`src/rtl/somador_serial_4bits.sv`:
```
// Bit-serial adder: S = A + B computed LSB first through one full-adder cell,
// with a start/busy/done handshake. Define SOMADOR_SERIAL_OVF_EN to add the Ovf output.
module somador_serial_4bits #(
  parameter int unsigned WIDTH = 4
) (
  input  logic             clk,
  input  logic             rst_n,
  input  logic             start,
  input  logic [WIDTH-1:0] A,
  input  logic [WIDTH-1:0] B,
  output logic [WIDTH-1:0] S,
  output logic             Cout,
`ifdef SOMADOR_SERIAL_OVF_EN
  output logic             Ovf,
`endif
  output logic             busy,
  output logic             done
);

  localparam int unsigned CW = (WIDTH > 1) ? $clog2(WIDTH) : 1;
  localparam logic [CW-1:0] LastCnt = CW'(WIDTH - 1);

  typedef enum logic [1:0] {StIdle, StShift, StDone} state_e;

  state_e           state_q;
  logic [WIDTH-1:0] sha_q, shb_q, sum_q, s_q;
  logic [CW-1:0]    cnt_q;
  logic             carry_q, cout_q, busy_q, done_q;
`ifdef SOMADOR_SERIAL_OVF_EN
  logic             ovf_q;
`endif

  logic             sum_bit, carry_d;
  logic [WIDTH-1:0] sum_d;

  always_comb begin
    sum_bit = sha_q[0] ^ shb_q[0] ^ carry_q;
    carry_d = (sha_q[0] & shb_q[0]) | (sha_q[0] & carry_q) | (shb_q[0] & carry_q);
    sum_d   = {sum_bit, sum_q[WIDTH-1:1]};
  end

  always_ff @(posedge clk or negedge rst_n) begin
    if (!rst_n) begin
      state_q <= StIdle;
      sha_q   <= '0;
      shb_q   <= '0;
      sum_q   <= '0;
      s_q     <= '0;
      cnt_q   <= '0;
      carry_q <= 1'b0;
      cout_q  <= 1'b0;
      busy_q  <= 1'b0;
      done_q  <= 1'b0;
`ifdef SOMADOR_SERIAL_OVF_EN
      ovf_q   <= 1'b0;
`endif
    end else begin
      unique case (state_q)
        // Leaving DONE is the edge at which IDLE is reached, so a pending start
        // is taken there to give one result every WIDTH+1 cycles.
        StIdle, StDone: begin
          done_q <= 1'b0;
          if (start) begin
            sha_q   <= A;
            shb_q   <= B;
            sum_q   <= '0;
            carry_q <= 1'b0;
            cnt_q   <= '0;
            busy_q  <= 1'b1;
            state_q <= StShift;
          end else begin
            state_q <= StIdle;
          end
        end
        StShift: begin
          sum_q   <= sum_d;
          carry_q <= carry_d;
          sha_q   <= sha_q >> 1;
          shb_q   <= shb_q >> 1;
          cnt_q   <= cnt_q + 1'b1;
          if (cnt_q == LastCnt) begin
            s_q     <= sum_d;
            cout_q  <= carry_d;
`ifdef SOMADOR_SERIAL_OVF_EN
            // carry_q is the carry into the MSB on this last bit
            ovf_q   <= carry_q ^ carry_d;
`endif
            busy_q  <= 1'b0;
            done_q  <= 1'b1;
            state_q <= StDone;
          end
        end
        default: begin
          busy_q  <= 1'b0;
          done_q  <= 1'b0;
          state_q <= StIdle;
        end
      endcase
    end
  end

  assign S    = s_q;
  assign Cout = cout_q;
  assign busy = busy_q;
  assign done = done_q;
`ifdef SOMADOR_SERIAL_OVF_EN
  assign Ovf  = ovf_q;
`endif

endmodule

```
`config.mk`:
```
export PLATFORM = sky130hd
export DESIGN_NAME = somador_serial_4bits
export DESIGN_NICKNAME = d
export VERILOG_FILES = /design/src/rtl/somador_serial_4bits.sv
export SDC_FILE = /design/constraint.sdc
export NUM_CORES = 1
export LEC_CHECK = 0
export CAP_MARGIN = 40
export CORE_MARGIN = 3
export CORE_UTILIZATION = 36
export CTS_CLUSTER_DIAMETER = 30
export DETAILED_ROUTE_END_ITERATION = 10
export GPL_TIMING_DRIVEN = 0
export PLACE_DENSITY = 0.6
export SLEW_MARGIN = 20
export SYNTH_ARGS = -nofsm -noshare
export SYNTH_HDL_FRONTEND = slang
export SYNTH_SLANG_ARGS = --single-unit
```
`constraint.sdc`:
```
create_clock -name clk -period 1.9 [get_ports clk]
set_clock_uncertainty 0.2 [all_clocks]
set_input_delay 0.57 -clock clk [delete_from_list [all_inputs] [get_ports clk]]
set_output_delay 0.57 -clock clk [all_outputs]
set_load 0.005 [all_outputs]
```
==> results.md, run 1 <==
* Cts bufs inserted at 3
* NetSw at 0.655 mW
* First-pass GRT wire length at 3.61 mm
* Synth top area cells: dfrtp_1 (53%), mux2_2 (12%), mux2i_1 (6.8%)
* Logic pwr share at between 40% and 50%
* Clock transition at path regs at 0.12 ns
* PwrDens at ~1500 nW/um2
* Final design utilization at around 49%
* #FFs+latches synth at 22
* Required @ worst endpoint at 1.90 ns
* Crit. End Element: flip-flop
* R2R setup slack at 0.27 ns
* Vias in the first global route at about 730
* DRC Markers at 0
* Cells after synthesis at 81
* Avg WL per Cell at 15.1 um
* DRT iter0 DRCs at 10
* Sequential share of power at 43.6%
* Net Sw Frac at 34.3%
* Worst slack at placement at -0.272 ns
* Achievable Freq at 544 MHz
* Die ar. at approximately 3500 um2
* Layout cell share with drive strength beyond 1 at between 20 and 25%
* Number of antenna diodes at 0
* Core Box Area at 2590 um2
* Placed cell areas at 1250 um2
* Max incr delay on CP at 0.61 ns
* Worst setup margin at around 0.063 ns
* Synth top cells by count: dfrtp_1 (22), mux2_2 (11), mux2i_1 (7)
* Slowest cell on crit path: clkdlybuf4s50_1
* Post-synth net total at 94
* Outcome: completed
* I/O pin cnt at 18
* CP bufs+invs at 1
* DRT Pass-1 Iters at 4
* Mapped cell area at roughly 1000 um2
* CTS Buffer Depth at 2
* Later-pin clock latency in the skew report at 0.31 ns
* Number of fill cells at 236
* Hold Fails Final Rpt at 0
* DP Wirelength at 1.48 mm
* Setup-failing EPs final at 0
* Startpoint types: input pin
* Final Slew Violations at 0
* Overall Global Routing Usage at approximately 14%
* Crit path kind: in -> reg
* Max-cap viol count at 0
* Yosys warnings at 0
* Vias at 705
* Top FF cell, synth: dfrtp_1
* Distinct cells, synth at 23
* Hold Path Class: reg -> reg
* Leak at 0.584 nW
* Final min period at between 1.5 and 2 ns
* GPL Wtd Cong at ~0.7
* Row cnt at 18
* Largest area contributor in the netlist: dfrtp_1
* Sequential area share after synthesis at 53.4%
* Hold WS at 0.317 ns
* Cell area after layout at 1280 um2
* IO buf count at 17
* Clock power frac at 11.0%
* Worst-Margin Slew at 0.421 ns
* H-tree lvl count at 1
* Largest net degree at the start of global routing at 17
* Syn Area/Cell at between 10 and 15 um2
* Cell Chain, Critical Path: clkdlybuf4s50_1 -> nor2_1 -> a21o_1 -> a221o_1
* Delay-heaviest family, CP: buffers and inverters
* Top-count cell post-synth: dfrtp_1
* WL final at 2.01 mm
* Relative slew slack at between 70% and 80%
* RSZ-0062 raised after global routing: false
* P_int at 1.25 mW
* Starting density of the core at about two fifths
* VDD IR-drop max at 825 uV
* CTS tree: built
* Antenna violations before repair at 0
* Period Utilization, post-route at 96.7%
* Post-route antenna net violation count at 0
* Crit path DAT at 1.84 ns
* CTS root buf: clkbuf_4
* Post-synth top area share at between 50% and 60%
* Post-synth EDFFs at 0
* NumNets Final at 118
* Die W at 59.5 um
* Async SR Flop Fraction at 100%
* Grt total ovfl at 0
* Vias per inst at roughly 5.3
* Die H at between 50 and 60 um
* P&R area growth vs syn at 23.8%
* Worst Path Max Fanout at 7
* Clock sink count at 22
[worst reg2reg max path, delay by kind of cell, from the launching register on]
family          cells  cell delay, ns
fa+ha+maj           1            0.44
flops               1            0.43
mux                 1            0.27
compound gates      1            0.17
[layer usage]
metal  vias to the layer above  share of wire [%]  GRT usage, %
met5                         -                  0             0
met1                       345                 48          18.9
li1                        343                  -             -
met2                        13                 47          20.9
met3                         4                3.7          4.58
met4                         0                1.1          3.80
[metrics by stage]
stage / TNS [ns] / power (mW) / std cells
after floorplan: 0 / 1.43 / 81
after global placement: -4.02 / 1.72 / 128
after detailed placement: -1.99 / 1.76 / 129
after CTS: 0 / 1.94 / 133
after global routing: 0 / 2.08 / 133
final: 0 / 1.91 / 133
[logic make-up after synthesis]
| group | count (synthesis) | share of synthesized area (%) |
|---|---|---|
| compound gates | 20 | 13.6 |
| fa+ha+maj | 2 | 3.16 |
| buf+inv | 5 | 2.79 |
| flops | 22 | 53.4 |
| mux | 18 | 18.8 |
| simple gates | 14 | 8.25 |
[final timing paths]
| path | start | to | cells after the start |
|---|---|---|---|
| setup / recovery | start | shb_q[1]$_DFFE_PN0P_ | 4 |
| setup reg to reg | sha_q[0]$_DFFE_PN0P_ | carry_q$_DFFE_PN0P_ | 3 |
| hold reg to reg | S[2]$_DFFE_PN0P_ | S[2]$_DFFE_PN0P_ | 1 |
| min in group asynchronous | rst_n | cnt_q[0]$_DFFE_PN0P_ | 1 |
| hold / removal | S[2]$_DFFE_PN0P_ | S[2]$_DFFE_PN0P_ | 1 |
| max in group asynchronous | rst_n | state_q[1]$_DFFE_PN0P_ | 2 |
[area by class of cell]
cell class / count / area [um2] / area share, %
buffer: 4 / 25.0 / 1.96
clock buffer: 3 / 22.5 / 1.76
inverter: 1 / 3.75 / 0.294
multi-input combinational: 54 / 452 / 35.4
sequential: 22 / 552 / 43.2
tap: 30 / 37.5 / 2.94
timing repair buffer: 19 / 184 / 14.4
[state kept, by name, indices dropped and copies added, names as in the netlist]
| register | cells |
|---|---|
| S | 4 |
| sha_q | 4 |
| shb_q | 4 |
| sum_q | 3 |
| cnt_q | 2 |
| state_q | 2 |
| Cout | 1 |
| busy | 1 |
| carry_q | 1 |
[placed cells by master (no fill, tap or decap)]
cell type         n
nand3_1           2
a211oi_1          5
a21o_1            1
nand2_1           1
nand2_4           1
clkbuf_4          3
clkbuf_1          1
and2b_2           1
buf_6             1
and3b_1           1
dfrtp_1          21
ha_1              1
a21oi_1           5
dfrtp_2           1
clkdlybuf4s50_1  10
nor2b_1           5
a22o_2            1
inv_1             1
dlygate4sd2_1     7
a22o_1            4
a221o_1           1
mux2i_1           7
buf_4             1
mux2_2           11
nor2_1            3
buf_2             2
buf_8             1
o21ai_0           3
fa_1              1
[timing repair]
action                     4_1_cts  5_1_grt
hold buffers                     0        0
setup endpoints to repair        7        0
resized for setup                8        0
buffers inserted                 1        0
[power groups by stage]
stage	logic, mW	registers [mW]	clock network, mW
after floorplan	0.617	0.817	0
after global placement	0.878	0.843	0
after detailed placement	0.905	0.855	0
after CTS	0.887	0.832	0.221
after global routing	0.975	0.869	0.237
final	0.867	0.832	0.210
Power figures use the tool's default switching activity.
==> run 2, diff against run 1 <==
--- a/config.mk
+++ b/config.mk
@@ -10,6 +10,7 @@
 export CORE_UTILIZATION = 36
 export CTS_CLUSTER_DIAMETER = 30
 export DETAILED_ROUTE_END_ITERATION = 10
+export GPL_ROUTABILITY_DRIVEN = 0
 export GPL_TIMING_DRIVEN = 0
 export PLACE_DENSITY = 0.6
 export SLEW_MARGIN = 20
==> results of run 2 <==
The final DEF is identical to that of run 1; final timing and power are the same.
==> run 3, diff against run 2 <==
--- a/config.mk
+++ b/config.mk
@@ -13,6 +13,7 @@
 export GPL_ROUTABILITY_DRIVEN = 0
 export GPL_TIMING_DRIVEN = 0
 export PLACE_DENSITY = 0.6
+export SETUP_SLACK_MARGIN = 0.05
 export SLEW_MARGIN = 20
 export SYNTH_ARGS = -nofsm -noshare
 export SYNTH_HDL_FRONTEND = slang
==> constraint.sdc (replaced) <==
create_clock -name clk -period 1.9 [get_ports clk]
set_clock_uncertainty 0.2 [all_clocks]
set_input_delay 0.57 -clock clk [delete_from_list [all_inputs] [get_ports clk]]
set_output_delay 0.57 -clock clk [all_outputs]
set_load 0.1 [all_outputs]
==> run 3 against run 2 <==
Against the previous run: design area is 6.8% higher; total power is 38% higher; core utilization is 3.3 points higher; highest routed layer unchanged; non-clock buffer count is 1 higher; sequential power is 3.7% higher; critical path depth is 2 lower; first-iteration DRC count is 130% higher; largest cell class unchanged.
==> results.md, run 3 (same netlist as run 1, synthesis figures left out) <==
* Outcome: completed
* Required @ worst endpoint at 1.13 ns (-0.77 ns)
* Final min period at 1.80 ns (-0.0413 ns)
* Max-cap viol count at 0 (unchanged)
* Grt total ovfl at 0 (unchanged)
* Startpoint types: flip-flop
* I/O pin cnt at 18 (unchanged)
* Vias per inst at 5.34 (+0.75%)
* Largest net degree at the start of global routing at 13 (-4)
* CTS Buffer Depth at 2 (unchanged)
* Hold Path Class: reg -> reg
* Sequential cell area at 552 um2 (unchanged)
* Overall Global Routing Usage at 13.6% (-0.19 points)
* Crit. End Element: output pin
* Antenna violations before repair at 0 (unchanged)
* Starting density of the core at 39.8% (unchanged)
* Vias at 721 (+2.3%)
* Row cnt at 18 (unchanged)
* Clock transition at path regs at 0.12 ns (about the same)
* Leak at 0.610 nW (+4.5%)
* Final Slew Violations at 0 (unchanged)
* Number of antenna diodes at 0 (unchanged)
* Die W at 59.5 um (unchanged)
* DRT Pass-1 Iters at 4 (unchanged)
* Later-pin clock latency in the skew report at 0.31 ns (about the same)
* Pwr Total at 2.64 mW (+38%)
* Crit path DAT at 1.03 ns (-0.81 ns)
* Worst-Margin Slew at 0.530 ns (+0.108 ns)
* Hold Fails Final Rpt at 0 (unchanged)
* VDD IR-drop max at 1530 uV (+85%)
* Avg WL per Cell at 15.3 um (+0.87%)
* Setup-failing EPs final at 0 (unchanged)
* Period Utilization, post-route at 94.5% (-2.2 points)
* Clock sink count at 22 (unchanged)
* Commonest non-fill, non-tap cells in the layout: dfrtp_1 (21), mux2_2 (11), clkdlybuf4s50_1 (9), mux2i_1 (7), buf_12 (7)
* CTS tree: built
* Achievable Freq at 557 MHz (+2.3%)
* Worst Path Max Fanout at 2 (-5)
* DP Wirelength at 1.57 mm (+5.9%)
* Crit path kind: reg -> out
* H-tree lvl count at 1 (unchanged)
* DRC Markers at 0 (unchanged)
* Layout cell share with drive strength beyond 1 at 29.5% (+7.2 points)
* Die H at 59.5 um (unchanged)
* Commonest non-fill, non-tap cell in the layout: dfrtp_1
* Multi-input combinational cell area at 452 um2 (unchanged)
* NumNets Final at 119 (+0.85%)
* Cts bufs inserted at 3 (unchanged)
* RSZ-0062 raised after global routing: false
* PwrDens at 1930 nW/um2 (+29%)
* CTS root buf: clkbuf_4
* Post-route antenna net violation count at 0 (unchanged)
* Core Box Area at 2590 um2 (unchanged)
* TNS Setup at 0 ns (unchanged)
* Relative slew slack at 64.6% (-7.3 points)
* First-pass GRT wire length at 3.58 mm (-0.75%)
* IO buf count at 17 (unchanged)
* Die ar. at 3540 um2 (unchanged)
* Number of fill cells at 222 (-5.9%)
* P&R area growth vs syn at 32.2%
* Vias in the first global route at 787 (+7.5%)
* DRT iter0 DRCs at 23 (+13)
* WL final at 2.06 mm (+2.4%)
## run 3: repair_timing
action / 4_1_cts / 5_1_grt
buffers inserted: 1 / 0
setup endpoints to repair: 8 / 0
hold buffers: 0 / 0
resized for setup: 12 / 0
## run 3: worst paths after layout
check	startpoint	endpoint	slack, ns	cells after the start
worst min register to register	shb_q[1]$_DFFE_PN0P_	shb_q[1]$_DFFE_PN0P_	0.34	1
min in group asynchronous	rst_n	S[1]$_DFFE_PN0P_	0.39	1
worst max register to register	sha_q[0]$_DFFE_PN0P_	carry_q$_DFFE_PN0P_	0.29	3
worst max-delay path	state_q[1]$_DFFE_PN0P_	done	0.10	2
max in group asynchronous	rst_n	shb_q[2]$_DFFE_PN0P_	0.63	2
worst min-delay path	shb_q[1]$_DFFE_PN0P_	shb_q[1]$_DFFE_PN0P_	0.34	1
## run 3: area by class of cell
type / instances / area share [%]
Tap cell: 30 / 2.75
Clock buffer: 4 / 1.93
Buffer: 4 / 1.84
Timing Repair Buffer: 20 / 19.6
Sequential cell: 22 / 40.5
Inverter: 1 / 0.275
Multi-Input combinational cell: 54 / 33.1
## run 3: routing by layer
metal | routed length [um] | vias up | track usage [%]
li1 | - | 347 | -
met1 | 1000 | 359 | 18.7
met2 | 956 | 11 | 20.3
met3 | 72 | 4 | 3.49
met4 | 33 | 0 | 5.70
met5 | 0 | - | 0
## run 3: metrics by stage
step | hold WS (ns) | setup WS, ns | util [%] | std cells | cell area, um2
finish | 0.337 | 0.104 | 52.6 | 135 | 1360
global route | 0.353 | 0.0634 | 52.6 | 135 | 1360
CTS | 0.339 | 0.0895 | 52.6 | 135 | 1360
detailed placement | 0.293 | -0.313 | 52.5 | 136 | 1360
global placement | 0.289 | -0.439 | 47.9 | 128 | 1240
floorplan | 0.0744 | 0.137 | - | 81 | 1030
## run 3: worst max-delay path, cell delays in order, from the launching register on
cell and delay, ns:
dfrtp_2 0.42, buf_2 0.13, buf_12 0.16
## run 3: report_power, final
group	internal (mW)	switching, mW
Clock	0.0819	0.136
Combinational	0.691	0.863
Sequential	0.681	0.182
